==> src/rtl/config_pkg.sv <==
// Build-wide configuration constants shared by the core and memory slices.
package config_pkg;
  localparam int unsigned DMemAddrWidth = 16;
endpackage

==> src/rtl/mem_pkg.sv <==
// Memory-port types shared by the LSU and the data memory.
package mem_pkg;
  typedef enum logic [1:0] {
    BYTE = 2'd0,
    HALF = 2'd1,
    WORD = 2'd2
  } mem_width_t;

  typedef enum logic [2:0] {
    IDLE,
    ACC,
    RD_LO,
    RD_HI,
    WR_B,
    RESP
  } lsu_state_t;

  function automatic logic is_misaligned(input mem_width_t width, input logic [1:0] offset);
    case (width)
      HALF:    return offset[0];
      WORD:    return offset != 2'b00;
      default: return 1'b0;
    endcase
  endfunction
endpackage

==> src/rtl/lsu_assemble.sv <==
// Builds a load result from two consecutive aligned words: byte select,
// truncation to width, then sign or zero extension.
module lsu_assemble
  import mem_pkg::*;
(
  input  logic [31:0] lo_word,
  input  logic [31:0] hi_word,
  input  logic [1:0]  offset,
  input  mem_width_t  width,
  input  logic        sign_extend,
  output logic [31:0] result
);
  logic [63:0] pair;
  logic [31:0] shifted;

  always_comb begin
    pair    = {hi_word, lo_word};
    shifted = 32'(pair >> {offset, 3'b000});
    case (width)
      BYTE:    result = {{24{sign_extend & shifted[7]}}, shifted[7:0]};
      HALF:    result = {{16{sign_extend & shifted[15]}}, shifted[15:0]};
      default: result = shifted;
    endcase
  end
endmodule

==> src/rtl/lsu.sv <==
// Load/store initiator for the data-memory port; splits misaligned accesses.
// Define LSU_TRAP_MISALIGNED_EN to trap misaligned requests instead of splitting.
module lsu
  import mem_pkg::*;
#(
  parameter int unsigned AddrWidth = config_pkg::DMemAddrWidth
) (
  input  logic                 clk,
  input  logic                 reset,
  input  logic                 req_valid,
  output logic                 req_ready,
  input  logic                 req_write,
  input  mem_width_t           req_width,
  input  logic                 req_sign_extend,
  input  logic [AddrWidth-1:0] req_address,
  input  logic [31:0]          req_data,
  output logic                 rsp_valid,
  output logic [31:0]          rsp_data,
  output logic                 rsp_error,
  output logic                 mem_write_enable,
  output mem_width_t           mem_width,
  output logic                 mem_sign_extend,
  output logic [AddrWidth-1:0] mem_address,
  output logic [31:0]          mem_data_in,
  input  logic [31:0]          mem_data_out,
  input  logic                 mem_alignment_error
);
  lsu_state_t  state;
  mem_width_t  r_width;
  logic        r_sext;
  logic [1:0]  r_off;
  logic [31:0] r_data;
  logic [31:0] lo_word;
  logic [1:0]  bytes_left;
  logic        err;
  logic [31:0] assembled;

  lsu_assemble u_assemble (
    .lo_word    (lo_word),
    .hi_word    (mem_data_out),
    .offset     (r_off),
    .width      (r_width),
    .sign_extend(r_sext),
    .result     (assembled)
  );

  always_ff @(posedge clk or posedge reset) begin
    if (reset) begin
      state            <= IDLE;
      req_ready        <= 1'b1;
      rsp_valid        <= 1'b0;
      rsp_data         <= '0;
      rsp_error        <= 1'b0;
      mem_write_enable <= 1'b0;
      mem_width        <= BYTE;
      mem_sign_extend  <= 1'b0;
      mem_address      <= '0;
      mem_data_in      <= '0;
      r_width          <= BYTE;
      r_sext           <= 1'b0;
      r_off            <= '0;
      r_data           <= '0;
      lo_word          <= '0;
      bytes_left       <= '0;
      err              <= 1'b0;
    end else begin
      case (state)
        IDLE: begin
          if (req_valid) begin
            req_ready <= 1'b0;
            err       <= 1'b0;
            r_width   <= req_width;
            r_sext    <= req_sign_extend;
            r_off     <= req_address[1:0];
            r_data    <= req_data;
            if (!is_misaligned(req_width, req_address[1:0])) begin
              state            <= ACC;
              mem_write_enable <= req_write;
              mem_width        <= req_width;
              mem_sign_extend  <= req_sign_extend;
              mem_address      <= req_address;
              mem_data_in      <= req_data;
            end
`ifdef LSU_TRAP_MISALIGNED_EN
            else begin
              state     <= RESP;
              rsp_valid <= 1'b1;
              rsp_error <= 1'b1;
              rsp_data  <= '0;
            end
`else
            else if (!req_write) begin
              state            <= RD_LO;
              mem_write_enable <= 1'b0;
              mem_width        <= WORD;
              mem_sign_extend  <= 1'b0;
              mem_address      <= {req_address[AddrWidth-1:2], 2'b00};
            end else begin
              state            <= WR_B;
              mem_write_enable <= 1'b1;
              mem_width        <= BYTE;
              mem_sign_extend  <= 1'b0;
              mem_address      <= req_address;
              mem_data_in      <= {24'h0, req_data[7:0]};
              bytes_left       <= (req_width == HALF) ? 2'd1 : 2'd3;
            end
`endif
          end
        end
        ACC: begin
          state            <= RESP;
          rsp_valid        <= 1'b1;
          rsp_error        <= err | mem_alignment_error;
          rsp_data         <= mem_write_enable ? '0 : mem_data_out;
          mem_write_enable <= 1'b0;
        end
        RD_LO: begin
          state       <= RD_HI;
          lo_word     <= mem_data_out;
          err         <= err | mem_alignment_error;
          mem_address <= mem_address + AddrWidth'(4);
        end
        RD_HI: begin
          state     <= RESP;
          rsp_valid <= 1'b1;
          rsp_error <= err | mem_alignment_error;
          rsp_data  <= assembled;
        end
        WR_B: begin
          err <= err | mem_alignment_error;
          if (bytes_left == 2'd0) begin
            state            <= RESP;
            rsp_valid        <= 1'b1;
            rsp_error        <= err | mem_alignment_error;
            rsp_data         <= '0;
            mem_write_enable <= 1'b0;
          end else begin
            // r_data shifts down so the next byte to store is always at [15:8]
            bytes_left  <= bytes_left - 2'd1;
            mem_address <= mem_address + AddrWidth'(1);
            mem_data_in <= {24'h0, r_data[15:8]};
            r_data      <= r_data >> 8;
          end
        end
        RESP: begin
          state     <= IDLE;
          req_ready <= 1'b1;
          rsp_valid <= 1'b0;
          rsp_error <= 1'b0;
          rsp_data  <= '0;
        end
        default: state <= IDLE;
      endcase
    end
  end
endmodule
==> config.mk <==
export PLATFORM = sky130hd
export DESIGN_NAME = lsu
export DESIGN_NICKNAME = d
export VERILOG_FILES = /design/src/rtl/config_pkg.sv /design/src/rtl/mem_pkg.sv /design/src/rtl/lsu_assemble.sv /design/src/rtl/lsu.sv
export SDC_FILE = /design/constraint.sdc
export NUM_CORES = 1
export LEC_CHECK = 0
export CAP_MARGIN = 20
export CORE_MARGIN = 4
export CORE_UTILIZATION = 40
export CTS_CLUSTER_DIAMETER = 80
export DETAILED_ROUTE_END_ITERATION = 8
export PLACE_DENSITY = 0.77
export SLEW_MARGIN = 20
export SYNTH_ARGS = -nofsm -noshare
export SYNTH_HDL_FRONTEND = slang
export SYNTH_SLANG_ARGS = --single-unit
==> constraint.sdc <==
create_clock -name clk -period 5.6 [get_ports clk]
set_input_delay 1.68 -clock clk [delete_from_list [all_inputs] [get_ports clk]]
set_output_delay 1.68 -clock clk [all_outputs]
set_load 0.01 [all_outputs]
# [Word-level counts from Yosys, hierarchy flattened]
# Index checks and enable logic that the tools add are counted.
[totals] ff_bits=162 latch_bits=0 ram_bits=0 rom_bits=0 input_bits=88 output_inout_bits=87 word_cells=108 n_memories=0
[op_classes] add_sub_neg=3 mul=0 div_mod_pow=0 magnitude_cmp=0 n_eq_ne=14 shift=1 mux=46 bitwise_logic=3 reduce_logical=24
[op_table] cell="two-way mux 32 bit" n=8
[op_table] cell="case mux 32 bit (2 select lines)" n=3
[op_table] cell="case mux 32 bit (4 select lines)" n=1
[op_table] cell="right shift 64 x 5 -> 32 bit" n=1
[op_table] cell="case mux 16 bit (3 select lines)" n=1
[op_table] cell="two-way mux 16 bit" n=2
[op_table] cell="two-way mux 2 bit" n=9
[op_table] cell="adder 16 x 1 -> 16 bit, second input constant" n=1
[op_table] cell="adder 16 x 3 -> 16 bit, second input constant" n=1
[op_table] cell="two-way mux 3 bit" n=4
[op_table] cell="case mux 3 bit (4 select lines)" n=1
[op_table] cell="AND reduction 2 bit" n=6
[op_table] cell="two-way mux 1 bit" n=10
[op_table] cell="inequality test 2 bit, second input constant" n=5
[op_table] cell="case mux 1 bit (3 select lines)" n=3
[op_table] cell="AND reduction 3 bit" n=3
[op_table] cell="nonzero test 3 bit" n=3
[op_table] cell="nonzero test 2 bit" n=4
[op_table] cell="equality test 3 x 2 -> 1 bit, second input constant" n=2
[op_table] cell="equality test 3 bit, second input constant" n=2
[op_table] cell="case mux 1 bit (2 select lines)" n=3
[op_table] cell="AND reduction 5 bit" n=1
[op_table] cell="equality test 2 x 1 -> 1 bit, second input constant" n=2
[op_table] cell="zero test 2 bit" n=2
[op_table] cell="11 further kinds" n=13

# [Longest topological paths before layout]
[depth] word_depth=7 depth_mapped=8 depth_no_buf=7

# [Cells and area by module]
# A second synthesis with hierarchy kept.
[hier_totals] cells_unflattened=782 area_unflattened_um2=8126.5
[modules_own_cells] module="lsu" instances=1 cells_per_inst=682 area_per_inst_um2=7023.0 seq_area_each_um2=3854.9
[modules_own_cells] module="lsu_assemble" instances=1 cells_per_inst=100 area_per_inst_um2=1103.6 seq_area_each_um2=0.0

# [Least setup slack after synthesis]
# No wires, ideal clock.
[synth_path] kind="input to register" start="input port req_width[0]" end="register mem_data_in[2]" setup_time_ps=126 t_arrival_ps=2965 t_required_ps=5474 slack_ps=2509 stages=7 path_buffers=1 cell_sequence="inv_1 ha_1 a211oi_1 a21oi_1 buf_6 nor2_1 a31oi_1"
[synth_via] elab_chain_cells=7 elab_cells_between_ends=10 classes_between="3 x eq/ne; 6 x mux; 1 x reduce/logical"
[synth_rtl] item="start: declaration" line="lsu.sv:13" text="input mem_width_t req_width,"
[synth_rtl] item="equality test 2 bit / equality test 2 x 1 -> 1 bit (equally long branches)" line="mem_pkg.sv:19" text="case (width)"
[synth_rtl] item="case mux 1 bit (2 select lines) (*)" line="mem_pkg.sv:19"
[synth_rtl] item="two-way mux 1 bit (*)" line="lsu.sv:69" text="if (req_valid) begin"
[synth_rtl] item="two-way mux 1 bit (*)" line="lsu.sv:67" text="case (state)"
[synth_rtl] item="two-way mux 32 bit" line="lsu.sv:76" text="if (!is_misaligned(req_width, req_address[1:0])) begin"
[synth_rtl] item="two-way mux 32 bit" line="lsu.sv:69"
[synth_rtl] item="case mux 32 bit (2 select lines)" line="lsu.sv:67"
[synth_rtl] item="end signal: assignment" line="lsu.sv:82" text="mem_data_in <= req_data;"
[synth_rtl] item="end signal: assignment" line="lsu.sv:104" text="mem_data_in <= {24'h0, req_data[7:0]};"
[synth_rtl] item="end signal: assignment" line="lsu.sv:141" text="mem_data_in <= {24'h0, r_data[15:8]};"
[synth_rtl] item="end: declaration" line="lsu.sv:24" text="output logic [31:0] mem_data_in,"
# Mark *: on every way between the ends. The rest lies on a longest branch, timed or not. The select of a mux whose other input is x is not followed.
# A chain may end at the register's enable or synchronous reset.

# [Worst setup path after layout]
[layout_path] start="input port req_width[0]" end="register mem_data_in[23]"
# The elaborated chain is that of the path after synthesis.

==> impl_results.md <==
- Commonest non-fill, non-tap cell in the layout: clkdlybuf4s50_1
- Unique cell type count in the Yosys netlist: 63
- Routability congestion estimate: 0.878
- Most frequent cells in the layout: clkdlybuf4s50_1, dfrtp_1, nand2_1, o21ai_0, a21oi_1
- Synth Cell Area: 8120 µm²
- GRT overflow: 0
- Detailed Route Iter0 Violations: 506
- Vias in the first global route: 6996
- Min-delay worst type: reg2reg
- Die span in y: 150 µm
- Later-pin clock latency in the skew report: 0.42 ns
- Register bit total from synthesis: 154
- Final Cell Area: 10600 µm²
- R2R setup slack: 2.80 ns
- Synth warnings: 0
- Port buffer count: 174
- Fraction of layout cells with a size suffix above 1: 0.139
- GRT met2 Usage: 0.336
- GRT Total Usage: 0.207
- Crit path DAT: 3.99 ns
- Starting density of the core: 0.412
- Max Fclk: 0.270 GHz
- Worst-path fanout max: 40
- Synth area leader: dfrtp_1
- Slew Limit Fails: 0
- H-tree levels: 4
- Ys async rst share: 1.00
- Max clock buf depth: 2
- Reg-to-reg startpoint: r_off[1]
- First-pass GRT wire length: 36800 µm
- Chip width: 150 µm
- Clock Tree Root: clkbuf_16
- CP Launch Type: input pin
- Setup TNS: 0 ns
- Post-synth EDFFs: 0
- Met3 Resource Use GR: 0.0572
- WP data required: 5.88 ns
- Status: finished, final reports clean
- Area Overhead vs Synth: 30.2%
- Final #Nets: 1047
- Total CTS buffers: 17
- DRC viols: 0
- Dpl hpwl: 15900 µm
- Final hold viol count: 0
- I/O Pins: 175
- Post-Synthesis Cells: 812
- Max-cap viol count: 0
- Total Die Area: 22600 µm²
- GR peak layer: met2
- Via count: 6937
- Power density cells: 588 nW/µm²
- Post-CTS Hold Buffers: 0
- Core area: 19700 µm²
- Initial antenna violation count: 0
- Slew Limit Headroom: 0.261
- Diodes inserted: 0
- # rows: 51
- Reg clk slew, reported paths: 0.07 ns
- Top FF cell, synth: dfrtp_1
- Fin crit period: 3.71 ns
- Worst R2R Path Depth: 5
- CTS tree: done
- Post-synthesis sequential area ratio: 0.475
- Yosys top cell area share: 0.472
- PostCTS Resize Cnt: 0
- # clock sinks: 154
- Syn_area_per_cell: 9.99 µm²
- Slew @ Worst Pin: 1.11 ns
- Worst Hold Path Cells: 2
- Overall Power: 6.22 mW
- WL/cell: 18.8 µm
- Leak: 4.39 nW
- Hold Crit Endpoint: mem_data_in[14]
- Vias per cell: 5.64
- Post-CTS Setup Inserts: 0
- RSZ-0062 raised after global routing: false
- Total wire length: 23200 µm
- Drt pass-1 iters: 5
- Largest net degree at the start of global routing: 76
- VDD IR max: 0.267 mV
- Crit. End Element: flop
- Cell Area, Placed: 9970 µm²
- Syn_nets: 905
- Endpoints failing setup: 0
- Final period utilization: 0.662
- Top cells by area, synth: dfrtp_1, nand2_1, mux2_2
- Critical path class: in2reg
- Antenna Nets Post-Route: 0
- Hold path startpoint: mem_data_in[14]
- Clk_skew: 0.00861 ns
- RR Endpoint: rsp_data[21]
- Met1 Use GR: 0.270
[cell usage after synthesis, drive strengths merged, types with 2 or more instances]
| master | n |
|---|---|
| nand2 | 132 |
| a211oi | 3 |
| mux4 | 16 |
| a21o | 4 |
| o22ai | 3 |
| a21oi | 66 |
| xnor2 | 3 |
| dfrtp | 153 |
| a22o | 12 |
| o31a | 2 |
| a221oi | 2 |
| a32o | 9 |
| o211ai | 3 |
| nor2b | 4 |
| nor4 | 3 |
| o41ai | 2 |
| a31oi | 11 |
| nand2b | 3 |
| nor3b | 2 |
| ha | 5 |
| o21a | 2 |
| mux2 | 42 |
| a22oi | 10 |
| or2 | 3 |
| mux2i | 34 |
| o21ai | 85 |
| nand4 | 5 |
| inv | 14 |
| buf | 39 |
| clkbuf | 22 |
| nor2 | 49 |
| o31ai | 3 |
| nand3 | 24 |
| nor3 | 11 |
| o22a | 18 |
[worst max-delay path by stage]
| stage | from | slack, ns | endpoint |
|---|---|---|---|
| 3_3_place_gp | req_width[0] | 1.47 | mem_data_in[6] |
| 2_1_floorplan | reset | 1.98 | bytes_left[0] |
| 6_report | req_width[0] | 1.89 | mem_data_in[23] |
| 3_5_place_dp | req_width[0] | 1.38 | mem_data_in[1] |
| 4_1_cts | req_width[0] | 1.82 | mem_data_in[1] |
| 5_1_grt | req_width[1] | 1.76 | mem_data_in[13] |
[kinds of logic (layout without fill, tap and decap cells)]
group | Yosys count | count (layout) | share of synthesized area
xor gates and xnor gates | 3 | 3 | 0.00324
muxes | 92 | 92 | 0.145
adders and majority gates | 5 | 5 | 0.00771
buffers and inverters | 75 | 229 | 0.0495
AOI/OAI and AO/OA | 240 | 240 | 0.189
and+or+nand+nor | 243 | 243 | 0.130
DFF | 154 | 154 | 0.475
[stage by stage]
stage,worst slack (ns),utilization,hold slack [ns],cells
floorplan,1.98,-,0.450,812
global placement,1.47,0.506,0.461,1200
detailed placement,1.38,0.506,0.471,1200
CTS,1.82,0.535,0.489,1231
global route,1.76,0.536,0.512,1231
finish,1.89,0.536,0.484,1231
[worst max-delay path, cell delays in order]
cell	delay (ns)
clkdlybuf4s50_1	0.51
inv_1	0.06
ha_1	0.32
a211oi_1	0.70
a21o_1	0.21
buf_4	0.33
o21ai_0	0.17
[power by group]
group          internal (mW)  leakage, nW  switching [mW]
Combinational           1.45         2.17            1.36
Sequential              1.64         1.93           0.586
Clock                  0.668        0.286           0.505
[area by class of cell]
class	count	area (µm²)
flip-flops and latches	154	3860
clock buffers	17	425
fillers	1703	9150
repair buffers	184	1830
inverters	14	56.3
multi-input cells	583	3900
clock inverters	14	163
well taps	265	332
[metal layers]
metal  share of wire  vias to the layer above
li1                -                     3223
met1            0.41                     3402
met2            0.48                      285
met3           0.089                       27
met4           0.017                        0
met5               0                        -
[sequential cells by signal (all words and copies together) (netlist names)]
signal,flops
bytes_left,2
err,1
lo_word,32
mem_address,16
mem_data_in,32
mem_sign_extend,1
mem_width,2
mem_write_enable,1
r_data,24
r_off,2
r_sext,1
r_width,2
req_ready,1
rsp_data,32
rsp_error,1
rsp_valid,1
state,3
No activity file was read; power rests on OpenSTA's default activity.
